### config.mk
export PLATFORM = sky130hd
export DESIGN_NAME = jk_bank_arbiter_flat
export DESIGN_NICKNAME = d
export VERILOG_FILES = /design/src/rtl/jk_bank_arbiter_pkg.sv /design/src/rtl/jk_bank_arbiter_if.sv /design/src/rtl/jk_cell_bank.sv /design/src/rtl/jk_bank_arbiter.sv /design/src/flat_wrapper.sv
export SDC_FILE = /design/constraint.sdc
export NUM_CORES = 1
export LEC_CHECK = 0
export CAP_MARGIN = 20
export CORE_UTILIZATION = 47
export CTS_CLUSTER_DIAMETER = 60
export DETAILED_ROUTE_END_ITERATION = 8
export PLACE_DENSITY_LB_ADDON = 0.12
export SLEW_MARGIN = 15
export SYNTH_ARGS = -nofsm -noshare
export SYNTH_HDL_FRONTEND = slang
export SYNTH_SLANG_ARGS = --single-unit
### constraint.sdc
create_clock -name clk -period 2.8 [get_ports clk]
set_input_delay 0.42 -clock clk [delete_from_list [all_inputs] [get_ports clk]]
set_output_delay 0.42 -clock clk [all_outputs]
set_load 0.005 [all_outputs]
### src/rtl/jk_bank_arbiter_pkg.sv
// Shared types for the JK bank arbiter: command forms and FSM states.
// Also provides the index-width helper used for pointer/winner vectors.
package jk_arb_pkg;

    typedef enum logic [1:0] {
        MODE_JK = 2'b00,
        MODE_SR = 2'b01,
        MODE_D  = 2'b10,
        MODE_T  = 2'b11
    } mode_e;

    typedef enum logic {
        ST_IDLE  = 1'b0,
        ST_APPLY = 1'b1
    } state_e;

    function automatic int idx_w(input int n);
        return (n > 1) ? $clog2(n) : 1;
    endfunction

endpackage

### src/rtl/jk_bank_arbiter_if.sv
// Requester-side bundle of the JK bank arbiter.
// master = requesters, slave = arbiter.
interface jk_bank_arbiter_if #(
    parameter int NREQ  = 4,
    parameter int WIDTH = 8
);

    logic [NREQ-1:0]       req;
    logic [2*NREQ-1:0]     mode;
    logic [NREQ*WIDTH-1:0] a_bus;
    logic [NREQ*WIDTH-1:0] b_bus;
    logic                  err_clr;
    logic [NREQ-1:0]       gnt;
    logic                  busy;
    logic [WIDTH-1:0]      q;
    logic                  sr_err;

    modport master (
        output req, mode, a_bus, b_bus, err_clr,
        input  gnt, busy, q, sr_err
    );

    modport slave (
        input  req, mode, a_bus, b_bus, err_clr,
        output gnt, busy, q, sr_err
    );

endinterface

### src/rtl/jk_cell_bank.sv
// WIDTH JK flip-flop cells sharing clock, async reset and an update enable.
// With en_i low every cell holds regardless of j/k.
module jk_cell_bank #(
    parameter int WIDTH = 8
) (
    input  logic             clk,
    input  logic             rst_n,
    input  logic             en_i,
    input  logic [WIDTH-1:0] j_i,
    input  logic [WIDTH-1:0] k_i,
    output logic [WIDTH-1:0] q_o
);

    logic [WIDTH-1:0] q_q;
    logic [WIDTH-1:0] q_d;

    always_comb begin
        q_d = q_q;
        if (en_i) begin
            for (int i = 0; i < WIDTH; i++) begin
                unique case ({j_i[i], k_i[i]})
                    2'b00: q_d[i] = q_q[i];
                    2'b01: q_d[i] = 1'b0;
                    2'b10: q_d[i] = 1'b1;
                    2'b11: q_d[i] = ~q_q[i];
                    default: q_d[i] = q_q[i];
                endcase
            end
        end
    end

    always_ff @(posedge clk or negedge rst_n) begin
        if (!rst_n) begin
            q_q <= '0;
        end else begin
            q_q <= q_d;
        end
    end

    assign q_o = q_q;

endmodule

### src/rtl/jk_bank_arbiter.sv
// Round-robin arbiter owning a shared JK bank; translates JK/SR/D/T commands.
// Define JKARB_FIXED_PRIO_EN for fixed priority (lowest index wins, no pointer).
module jk_bank_arbiter
    import jk_arb_pkg::*;
#(
    parameter int NREQ  = 4,
    parameter int WIDTH = 8
) (
    input  logic         clk,
    input  logic         rst_n,
    jk_bank_arbiter_if.slave bus
);

    localparam int PW = idx_w(NREQ);

    state_e            state_q;
    logic [NREQ-1:0]   gnt_q;
    mode_e             mode_q;
    logic [WIDTH-1:0]  a_q;
    logic [WIDTH-1:0]  b_q;
    logic              sr_err_q;

    logic [WIDTH-1:0]  a_arr [NREQ];
    logic [WIDTH-1:0]  b_arr [NREQ];
    logic [1:0]        m_arr [NREQ];

    logic              any_req;
    logic [PW-1:0]     win;
    logic [WIDTH-1:0]  j_vec;
    logic [WIDTH-1:0]  k_vec;
    logic              apply;
    logic              sr_set;
    logic [WIDTH-1:0]  bank_q;

    for (genvar g = 0; g < NREQ; g++) begin : g_slice
        assign a_arr[g] = bus.a_bus[g*WIDTH +: WIDTH];
        assign b_arr[g] = bus.b_bus[g*WIDTH +: WIDTH];
        assign m_arr[g] = bus.mode[2*g +: 2];
    end

    assign any_req = |bus.req;

`ifdef JKARB_FIXED_PRIO_EN
    always_comb begin
        win = '0;
        for (int i = NREQ - 1; i >= 0; i--) begin
            if (bus.req[i]) win = PW'(i);
        end
    end
`else
    logic [PW-1:0] ptr_q;
    logic [PW-1:0] ptr_d;
    logic [PW:0]   sum;
    logic [PW-1:0] idx;
    logic          found;

    // Scan upward from ptr_q, wrapping at NREQ; first requester wins.
    always_comb begin
        win   = ptr_q;
        found = 1'b0;
        sum   = '0;
        idx   = '0;
        for (int k = 0; k < NREQ; k++) begin
            sum = {1'b0, ptr_q} + (PW+1)'(k);
            if (sum >= (PW+1)'(NREQ)) sum = sum - (PW+1)'(NREQ);
            idx = sum[PW-1:0];
            if (!found && bus.req[idx]) begin
                win   = idx;
                found = 1'b1;
            end
        end
    end

    assign ptr_d = (win == PW'(NREQ - 1)) ? '0 : win + 1'b1;
`endif

    always_comb begin
        j_vec = '0;
        k_vec = '0;
        unique case (mode_q)
            MODE_JK: begin
                j_vec = a_q;
                k_vec = b_q;
            end
            MODE_SR: begin
                j_vec = a_q & ~b_q;
                k_vec = b_q & ~a_q;
            end
            MODE_D: begin
                j_vec = a_q;
                k_vec = ~a_q;
            end
            MODE_T: begin
                j_vec = a_q;
                k_vec = a_q;
            end
            default: begin
                j_vec = '0;
                k_vec = '0;
            end
        endcase
    end

    assign apply  = (state_q == ST_APPLY);
    assign sr_set = apply && (mode_q == MODE_SR) && |(a_q & b_q);

    always_ff @(posedge clk or negedge rst_n) begin
        if (!rst_n) begin
            state_q  <= ST_IDLE;
            gnt_q    <= '0;
            mode_q   <= MODE_JK;
            a_q      <= '0;
            b_q      <= '0;
            sr_err_q <= 1'b0;
`ifndef JKARB_FIXED_PRIO_EN
            ptr_q    <= '0;
`endif
        end else begin
            unique case (state_q)
                ST_IDLE: begin
                    if (any_req) begin
                        state_q <= ST_APPLY;
                        gnt_q   <= NREQ'(1) << win;
                        mode_q  <= mode_e'(m_arr[win]);
                        a_q     <= a_arr[win];
                        b_q     <= b_arr[win];
`ifndef JKARB_FIXED_PRIO_EN
                        ptr_q   <= ptr_d;
`endif
                    end
                end
                ST_APPLY: begin
                    state_q <= ST_IDLE;
                    gnt_q   <= '0;
                end
                default: begin
                    state_q <= ST_IDLE;
                    gnt_q   <= '0;
                end
            endcase
            // A new S=R=1 event outranks a simultaneous clear.
            if (sr_set) begin
                sr_err_q <= 1'b1;
            end else if (bus.err_clr) begin
                sr_err_q <= 1'b0;
            end
        end
    end

    jk_cell_bank #(
        .WIDTH (WIDTH)
    ) u_bank (
        .clk   (clk),
        .rst_n (rst_n),
        .en_i  (apply),
        .j_i   (j_vec),
        .k_i   (k_vec),
        .q_o   (bank_q)
    );

    assign bus.gnt    = gnt_q;
    assign bus.busy   = apply;
    assign bus.q      = bank_q;
    assign bus.sr_err = sr_err_q;

endmodule

### src/flat_wrapper.sv
// flat-port wrapper written by rule: the top's interface ports become plain ports
module jk_bank_arbiter_flat import jk_arb_pkg::*;
#(
    parameter int NREQ  = 4,
    parameter int WIDTH = 8
)
  (clk, rst_n, bus_req, bus_mode, bus_a_bus, bus_b_bus, bus_err_clr, bus_gnt, bus_busy, bus_q, bus_sr_err);
  jk_bank_arbiter_if #(.NREQ(NREQ), .WIDTH(WIDTH)) bus_i ();
  input  logic clk;
  input  logic rst_n;
  input wire logic [$bits(bus_i.req)-1:0] bus_req;
  input wire logic [$bits(bus_i.mode)-1:0] bus_mode;
  input wire logic [$bits(bus_i.a_bus)-1:0] bus_a_bus;
  input wire logic [$bits(bus_i.b_bus)-1:0] bus_b_bus;
  input wire logic [$bits(bus_i.err_clr)-1:0] bus_err_clr;
  output wire logic [$bits(bus_i.gnt)-1:0] bus_gnt;
  output wire logic [$bits(bus_i.busy)-1:0] bus_busy;
  output wire logic [$bits(bus_i.q)-1:0] bus_q;
  output wire logic [$bits(bus_i.sr_err)-1:0] bus_sr_err;
  assign bus_i.req = bus_req;
  assign bus_i.mode = bus_mode;
  assign bus_i.a_bus = bus_a_bus;
  assign bus_i.b_bus = bus_b_bus;
  assign bus_i.err_clr = bus_err_clr;
  assign bus_gnt = bus_i.gnt;
  assign bus_busy = bus_i.busy;
  assign bus_q = bus_i.q;
  assign bus_sr_err = bus_i.sr_err;
  jk_bank_arbiter #(.NREQ(NREQ), .WIDTH(WIDTH)) u_core (.clk(clk), .rst_n(rst_n), .bus(bus_i));
endmodule
# Yosys cells after proc, flatten, opt, wreduce, memory -nomap -nowiden

Cells that the tools add are included.

Div/mod/pow operators: 0
Bitwise operators: 23
Shift operators: 1
Magnitude comparators: 9
Reduce and logical (&&, ||, !) cells: 30
Add/sub/neg operators: 8
Multiply operators: 0
Equality and inequality tests: 29
Multiplexer cells: 45

Operators by type and width:

| cell                | number |
|---|---|
| $eq 2x2->1 const B  | 19 |
| $bmux 8 s2          | 2 |
| $mux 8              | 4 |
| $pmux 8 s4          | 1 |
| $and 8x8->8         | 3 |
| $pmux 1 s3          | 8 |
| $mux 2              | 11 |
| $eq 2x1->1 const B  | 9 |
| $logic_not 2->1     | 9 |
| $reduce_and 2->1    | 9 |
| $not 1->1           | 17 |
| $not 8->8           | 2 |
| $pmux 8 s2          | 1 |
| $ge 3x3->1 const B  | 4 |
| $lt 2x3->1 const B  | 4 |
| $mux 1              | 10 |
| $bmux 1 s2          | 4 |
| $pmux 4 s2          | 1 |
| $reduce_or 8->1     | 1 |
| $sub 2x1->2 const B | 4 |
| $add 2x2->3 const B | 2 |
| $logic_and 1x1->1   | 5 |
| $bmux 2 s2          | 1 |
| $mux 4              | 1 |
| 11 further kinds    | 13 |

Memories kept: 0
Bits in registers: 34
ROM bits: 0
Output and inout port bits: 14
Bits in writable memories: 0
Input port bits: 79
Bits in latches: 0
Word-level logic and storage cells: 160

# Longest topological paths before layout

Gate-level depths: netlist (run 1).

Depth in word-level cells: 18
Depth in mapped cells: 8
Depth with buffers taken out: 7

# By module

From an unflattened synthesis (run 1), not the netlist that was laid out.

Cell total of the unflattened synthesis: 233
Area, all modules: 2,234.6 um^2

By module, submodules not included:

| module          | seq. area each (um^2) | times used | area an instance (um^2) | cells each |
|---|---|---|---|---|
| jk_bank_arbiter | 650.6                 | 1          | 1,905.6                 | 207 |
| jk_cell_bank    | 200.2                 | 1          | 329.1                   | 26 |

# Worst setup path before layout (run 1)

No wires, ideal clock.

Path type: input-to-reg
Start point: input port bus_req[2]
End point: register u_core.a_q[0]
Setup time: 0.140 ns
Stages on the path: 6
Path slack: 0.966 ns
Data required time: 2.660 ns
Data arrival time: 1.694 ns
Buffers on the path: 1
Cells stage by stage: nand2b_1 a221oi_4 buf_4 a21boi_0 a2111oi_0 a211oi_1

Longest elaborated chain between the ends: 16
Elaborated cells between the ends (all ways): 27
Those cells by class: mux (18); bitwise (1); reduce/logical (8)

RTL lines:

| item                                      | line                   | source |
|---|---|---|
| start: declaration                        | flat_wrapper.sv:11     | `input wire logic [$bits(bus_i.req)-1:0] bus_req;` |
| $bmux 1 s2                                | jk_bank_arbiter.sv:67  | `if (!found && bus.req[idx]) begin` |
| $mux 1 (not written as such)              | jk_bank_arbiter.sv:67  |  |
| $mux 1                                    | jk_bank_arbiter.sv:67  |  |
| $logic_not 1->1                           | jk_bank_arbiter.sv:67  |  |
| $logic_and 1x1->1                         | jk_bank_arbiter.sv:67  |  |
| $mux 1                                    | jk_bank_arbiter.sv:67  |  |
| $logic_not 1->1                           | jk_bank_arbiter.sv:67  |  |
| $logic_and 1x1->1                         | jk_bank_arbiter.sv:67  |  |
| $mux 1                                    | jk_bank_arbiter.sv:67  |  |
| $logic_not 1->1                           | jk_bank_arbiter.sv:67  |  |
| $logic_and 1x1->1                         | jk_bank_arbiter.sv:67  |  |
| $mux 2                                    | jk_bank_arbiter.sv:67  |  |
| $not 2->3 (not written as such)           | jk_bank_arbiter.sv:125 | `a_q <= a_arr[win];` |
| $bmux 8 s2                                | jk_bank_arbiter.sv:125 |  |
| $mux 8 (not written as such) (2 in a row) | jk_bank_arbiter.sv:125 |  |
| end signal: assignment                    | jk_bank_arbiter.sv:125 |  |
| end: declaration                          | jk_bank_arbiter.sv:19  | `logic [WIDTH-1:0] a_q;` |

Several ways; a longest one is shown, not always the timed one. The select of a mux whose other input is x is not followed.
A chain may end at the register's enable or synchronous reset.

# Worst setup path after layout (run 1)

Start point: input port bus_req[1]
End point: register u_core.b_q[4]

Longest elaborated chain between the ends: 16
Elaborated cells between the ends (all ways): 27
Those cells by class: mux (18); bitwise (1); reduce/logical (8)

RTL lines:

| item                                      | line                   | source |
|---|---|---|
| $bmux 1 s2                                | jk_bank_arbiter.sv:67  |  |
| $mux 1 (not written as such)              | jk_bank_arbiter.sv:67  |  |
| $mux 1                                    | jk_bank_arbiter.sv:67  |  |
| $logic_not 1->1                           | jk_bank_arbiter.sv:67  |  |
| $logic_and 1x1->1                         | jk_bank_arbiter.sv:67  |  |
| $mux 1                                    | jk_bank_arbiter.sv:67  |  |
| $logic_not 1->1                           | jk_bank_arbiter.sv:67  |  |
| $logic_and 1x1->1                         | jk_bank_arbiter.sv:67  |  |
| $mux 1                                    | jk_bank_arbiter.sv:67  |  |
| $logic_not 1->1                           | jk_bank_arbiter.sv:67  |  |
| $logic_and 1x1->1                         | jk_bank_arbiter.sv:67  |  |
| $mux 2                                    | jk_bank_arbiter.sv:67  |  |
| $not 2->3 (not written as such)           | jk_bank_arbiter.sv:126 | `b_q <= b_arr[win];` |
| $bmux 8 s2                                | jk_bank_arbiter.sv:126 |  |
| $mux 8 (not written as such) (2 in a row) | jk_bank_arbiter.sv:126 |  |
| end signal: assignment                    | jk_bank_arbiter.sv:126 |  |
| end: declaration                          | jk_bank_arbiter.sv:20  | `logic [WIDTH-1:0] b_q;` |

Several ways; a longest one is shown, not always the timed one. The select of a mux whose other input is x is not followed.

==> reports/summary.md, run 1 <==
The logs give 0 for the post-CTS setup-driven buffer insertion count and 400 for the final instance count without filler cells. Walking the worst path, the cells encountered are clkdlybuf4s50_1, nor3b_2, a221oi_4, nand2_2, inv_1, buf_4, a2111oi_0, a211oi_1. In this run the remaining antenna-violating nets after routing total 0. The global-route usage over all layers was 0.280. The type of origin of the critical path is an input port.

The tools report the cell at the root of the clock tree as sky130_fd_sc_hd__clkbuf_8. The first global-routing pass estimated 11.0 mm of wire. The number of max-cap violations came out at 0.

Registers take 851 sq um. For this block, the initial DRC count from the detailed router was 197. The Yosys step of the flow raised 0 warnings. The sequential area share after synthesis is 0.371, and the power share of the sequential group is 0.355. The run gives 0.863 as the weighted congestion at the end of routability-driven global placement. In this run the core area contains 25 standard-cell rows.

Setup repair after global routing left no endpoint under its margin. The logs give 0.515 for the proportion of power drawn by combinational gates and 0.719 for the utilization of the core after routing. The net count of the finished layout is 425.

The flow ran to the end, and the final reports show no timing, DRC or antenna violations. In the layout the commonest cells are sky130_fd_sc_hd__clkdlybuf4s50_1 (92), sky130_fd_sc_hd__dfrtp_1 (34), sky130_fd_sc_hd__nand2_1 (24), sky130_fd_sc_hd__nor2_1 (22), sky130_fd_sc_hd__mux2i_1 (19). Leaving out fill and tap cells, the most frequent cell in the layout is sky130_fd_sc_hd__clkdlybuf4s50_1. CTS built an H-tree with a depth of 2. In the routed layout, each cell is associated on average with a via count of 6.11.

The total clock buffers created by CTS is 5. The instance count of the mapped netlist is 253. The later pin in the worst-skew pair is clocked with a latency of 300 ps. Power spread over the standard cell area amounts to 882 nW/um^2. Total count of max-transition violations in the final report: 0. For the arrival time at the worst endpoint, the log shows 2600 ps.

The floorplan step set the die width to 71.8 um. A synthesized cell averages 9.06 sq um. Entering global routing, the biggest net connects 35 pins. The layout cell share with drive strength beyond 1 was 0.0723; the number of global-route vias before repair was 2,346.

The longest clock path from root to sink contains 2 buffers. In this run the standard cell core region covers 4690 sq um. The tools report the reported leakage power as 1.36 nW. The internal portion of the total power is 1.71 mW. The number of flip-flops and latches in the synthesized netlist was 34. On the final layout, the worst clock skew is 8.66 ps. The share of the clock period used by the worst path is 0.875, and the count of placed standard cells including taps is 392. I/O pin count: 93. When the netlist entered floorplanning its net count stood at 333. The worst slack on hold paths is 520 ps.

The maximum clock rate came out at 0.408 GHz. Fill cells in the final layout number 365. STA classifies the critical path endpoint as a flop.

Counting I/O delays and the setup requirement, the final critical path takes 2450 ps. The routed design has 6.77 mm of wire. The total die area was 5160 sq um; the total via count after detailed routing was 2,443.

The run gives 36 as the count of distinct cell types in the synthesized netlist. For this run, the slowest stage of the critical path takes 660 ps. Dividing the detail-routed wire length by the instance count gives 16.9 um. The final hold violation count is 0, and the post-place setup slack is 74.5 ps. The maximum vdd drop was 0.384 mV; the top fanout value on the critical path was 11. The number of gates resized after CTS was 0.

The finished cells cover 3370 sq um. The run gives 0 as the number of antenna violations at the first check in global routing. The switching power share of the total was 0.424; the final worst slack was 349 ps.

Total power for the finished layout comes to 2.97 mW. Clock tree synthesis found a total of 34 sinks. The area added between synthesis and finish is 47.3%. The headroom to the max-slew limit was 0.528. For the antenna diode count, the log shows 0. Slowest library cell on the worst path: sky130_fd_sc_hd__a2111oi_0.

The instance area at placement is 3280 sq um. Summing every instance area after synthesis gives 2290 sq um. The classification of the worst-slack hold path was input port to async pin. Setup violations remaining at the end of the flow were counted as 0. The net switching power of the design was 1.26 mW. The vertical die dimension was 71.8 um. Area used by multi-input combinational logic: 1310 sq um.

The total overflow left after global routing is 0. TritonCTS built the clock tree. The detailed placer's ending HPWL came out at 5.17 mm.

The tools report the fraction of power consumed by the clock network as 0.130. Input and output buffers added on the ports amount to 92. In the routed design, unresolved DRC markers number 0.

The logs give 0.488 for the effective utilization at floorplan and 2950 ps for the data required time at the worst endpoint. The detailed-router iteration count before antenna repair was 4; the count of hold-fix buffers inserted at cts was 0. The run gives 0 ps as the total negative setup slack. Slew at the pin closest to its max-slew limit: 690 ps. The critical path is of the input port to flop type.

Clock-pin slew was measured on the worst setup and hold paths at 80 ps.
logic make-up (layout without fill, tap and decap cells):
family | count (synthesis) | in the layout | share of synthesized area
AOI/OAI and AO/OA | 109 | 109 | 0.360
and+or+nand+nor | 59 | 59 | 0.121
DFF | 34 | 34 | 0.371
buffers and inverters | 31 | 124 | 0.0590
muxes | 19 | 19 | 0.0830
adders and majority gates | 1 | 1 | 0.00546
path summary, 6_finish.rpt:
| path | from | endpoint | slack (ps) | cells past startpoint |
|---|---|---|---|---|
| setup reg to reg | u_core.ptr_q[1]$_DFFE_PN0P_ | u_core.b_q[4]$_DFFE_PN0P_ | 590 | 7 |
| setup / recovery | bus_req[1] | u_core.b_q[4]$_DFFE_PN0P_ | 350 | 8 |
| max in group asynchronous | rst_n | u_core.bus.gnt[3]$_DFFE_PN0P_ | 1960 | 2 |
| hold reg to reg | u_core.bus.gnt[2]$_DFFE_PN0P_ | u_core.bus.gnt[2]$_DFFE_PN0P_ | 530 | 2 |
| hold / removal | rst_n | u_core.u_bank.q_o[6]$_DFFE_PN0P_ | 520 | 2 |
| min in group clk | u_core.bus.gnt[2]$_DFFE_PN0P_ | u_core.bus.gnt[2]$_DFFE_PN0P_ | 530 | 2 |
Yosys cell counts, drive strengths merged:
library cell  number  share of area
dfrtp             34           0.37
nand2             25          0.042
nor2              22          0.036
a21boi            19          0.062
mux2i             19          0.083
a2111oi           18          0.069
a211oi            18          0.059
o22ai             16          0.044
a21oi             13          0.028
clkbuf            11          0.018
inv               11          0.018
a221oi             9          0.042
buf                8          0.021
o22a               7          0.027
a22oi              4          0.013
nor2b              3         0.0082
o21ai              2         0.0044
or3                2         0.0055
a2bb2oi            1         0.0038
a41o               1         0.0044
and2               1         0.0027
clkinv             1         0.0016
ha                 1         0.0055
nand2b             1         0.0027
nand3b             1         0.0033
nand4              1         0.0027
nor3b              1         0.0055
nor4               1         0.0093
o32ai              1         0.0038
or2                1         0.0027
state kept, by name, indices dropped and copies added (netlist names):
name and cells:
u_core.bus.gnt 4, u_core.ptr_q 2, u_core.b_q 8, u_core.mode_q 2, u_core.u_bank.q_o 8, u_core.bus.sr_err 1
u_core.bus.busy 1, u_core.a_q 8
cell type report:
type | instances | share of cell area
clock buffers | 6 | 0.0245
well taps | 54 | 0.0200
inverters | 12 | 0.0133
repair buffers | 104 | 0.300
multi-input cells | 188 | 0.387
clock inverters | 2 | 0.00371
flip-flops and latches | 34 | 0.252
power by group through the flow:
| stage | registers [mW] | logic, mW | clock network (mW) |
|---|---|---|---|
| after floorplan | 0.937 | 1.04 | 0 |
| after detailed placement | 1.05 | 1.53 | 0 |
| after CTS | 1.04 | 1.53 | 0.390 |
| final | 1.06 | 1.53 | 0.386 |
| after global placement | 1.03 | 1.48 | 0 |
| after global routing | 1.09 | 1.71 | 0.408 |
critical path, delay by kind of cell:
kind	cells	cell delay (ps)
AO/OA/AOI/OAI	3	850
buffers and inverters	3	890
AND/OR/NAND/NOR	2	420
metal layers:
| metal | wire (um) | up-vias | global-route usage |
|---|---|---|---|
| li1 | - | 1162 | - |
| met1 | 2930 | 1165 | 0.365 |
| met2 | 3370 | 103 | 0.471 |
| met3 | 376 | 13 | 0.0605 |
| met4 | 99 | 0 | 0.0741 |
| met5 | 0 | - | 0 |
Power figures use the tool's default switching activity.
==> run 2: changes to the inputs <==
--- a/config.mk
+++ b/config.mk
@@ -5,6 +5,7 @@
 export SDC_FILE = /design/constraint.sdc
 export NUM_CORES = 1
 export LEC_CHECK = 0
+export ABC_AREA = 0
 export CAP_MARGIN = 20
 export CORE_UTILIZATION = 47
 export CTS_CLUSTER_DIAMETER = 60
==> results of run 2 <==
Same layout as run 1: the final DEF is identical, and so are final timing and power.
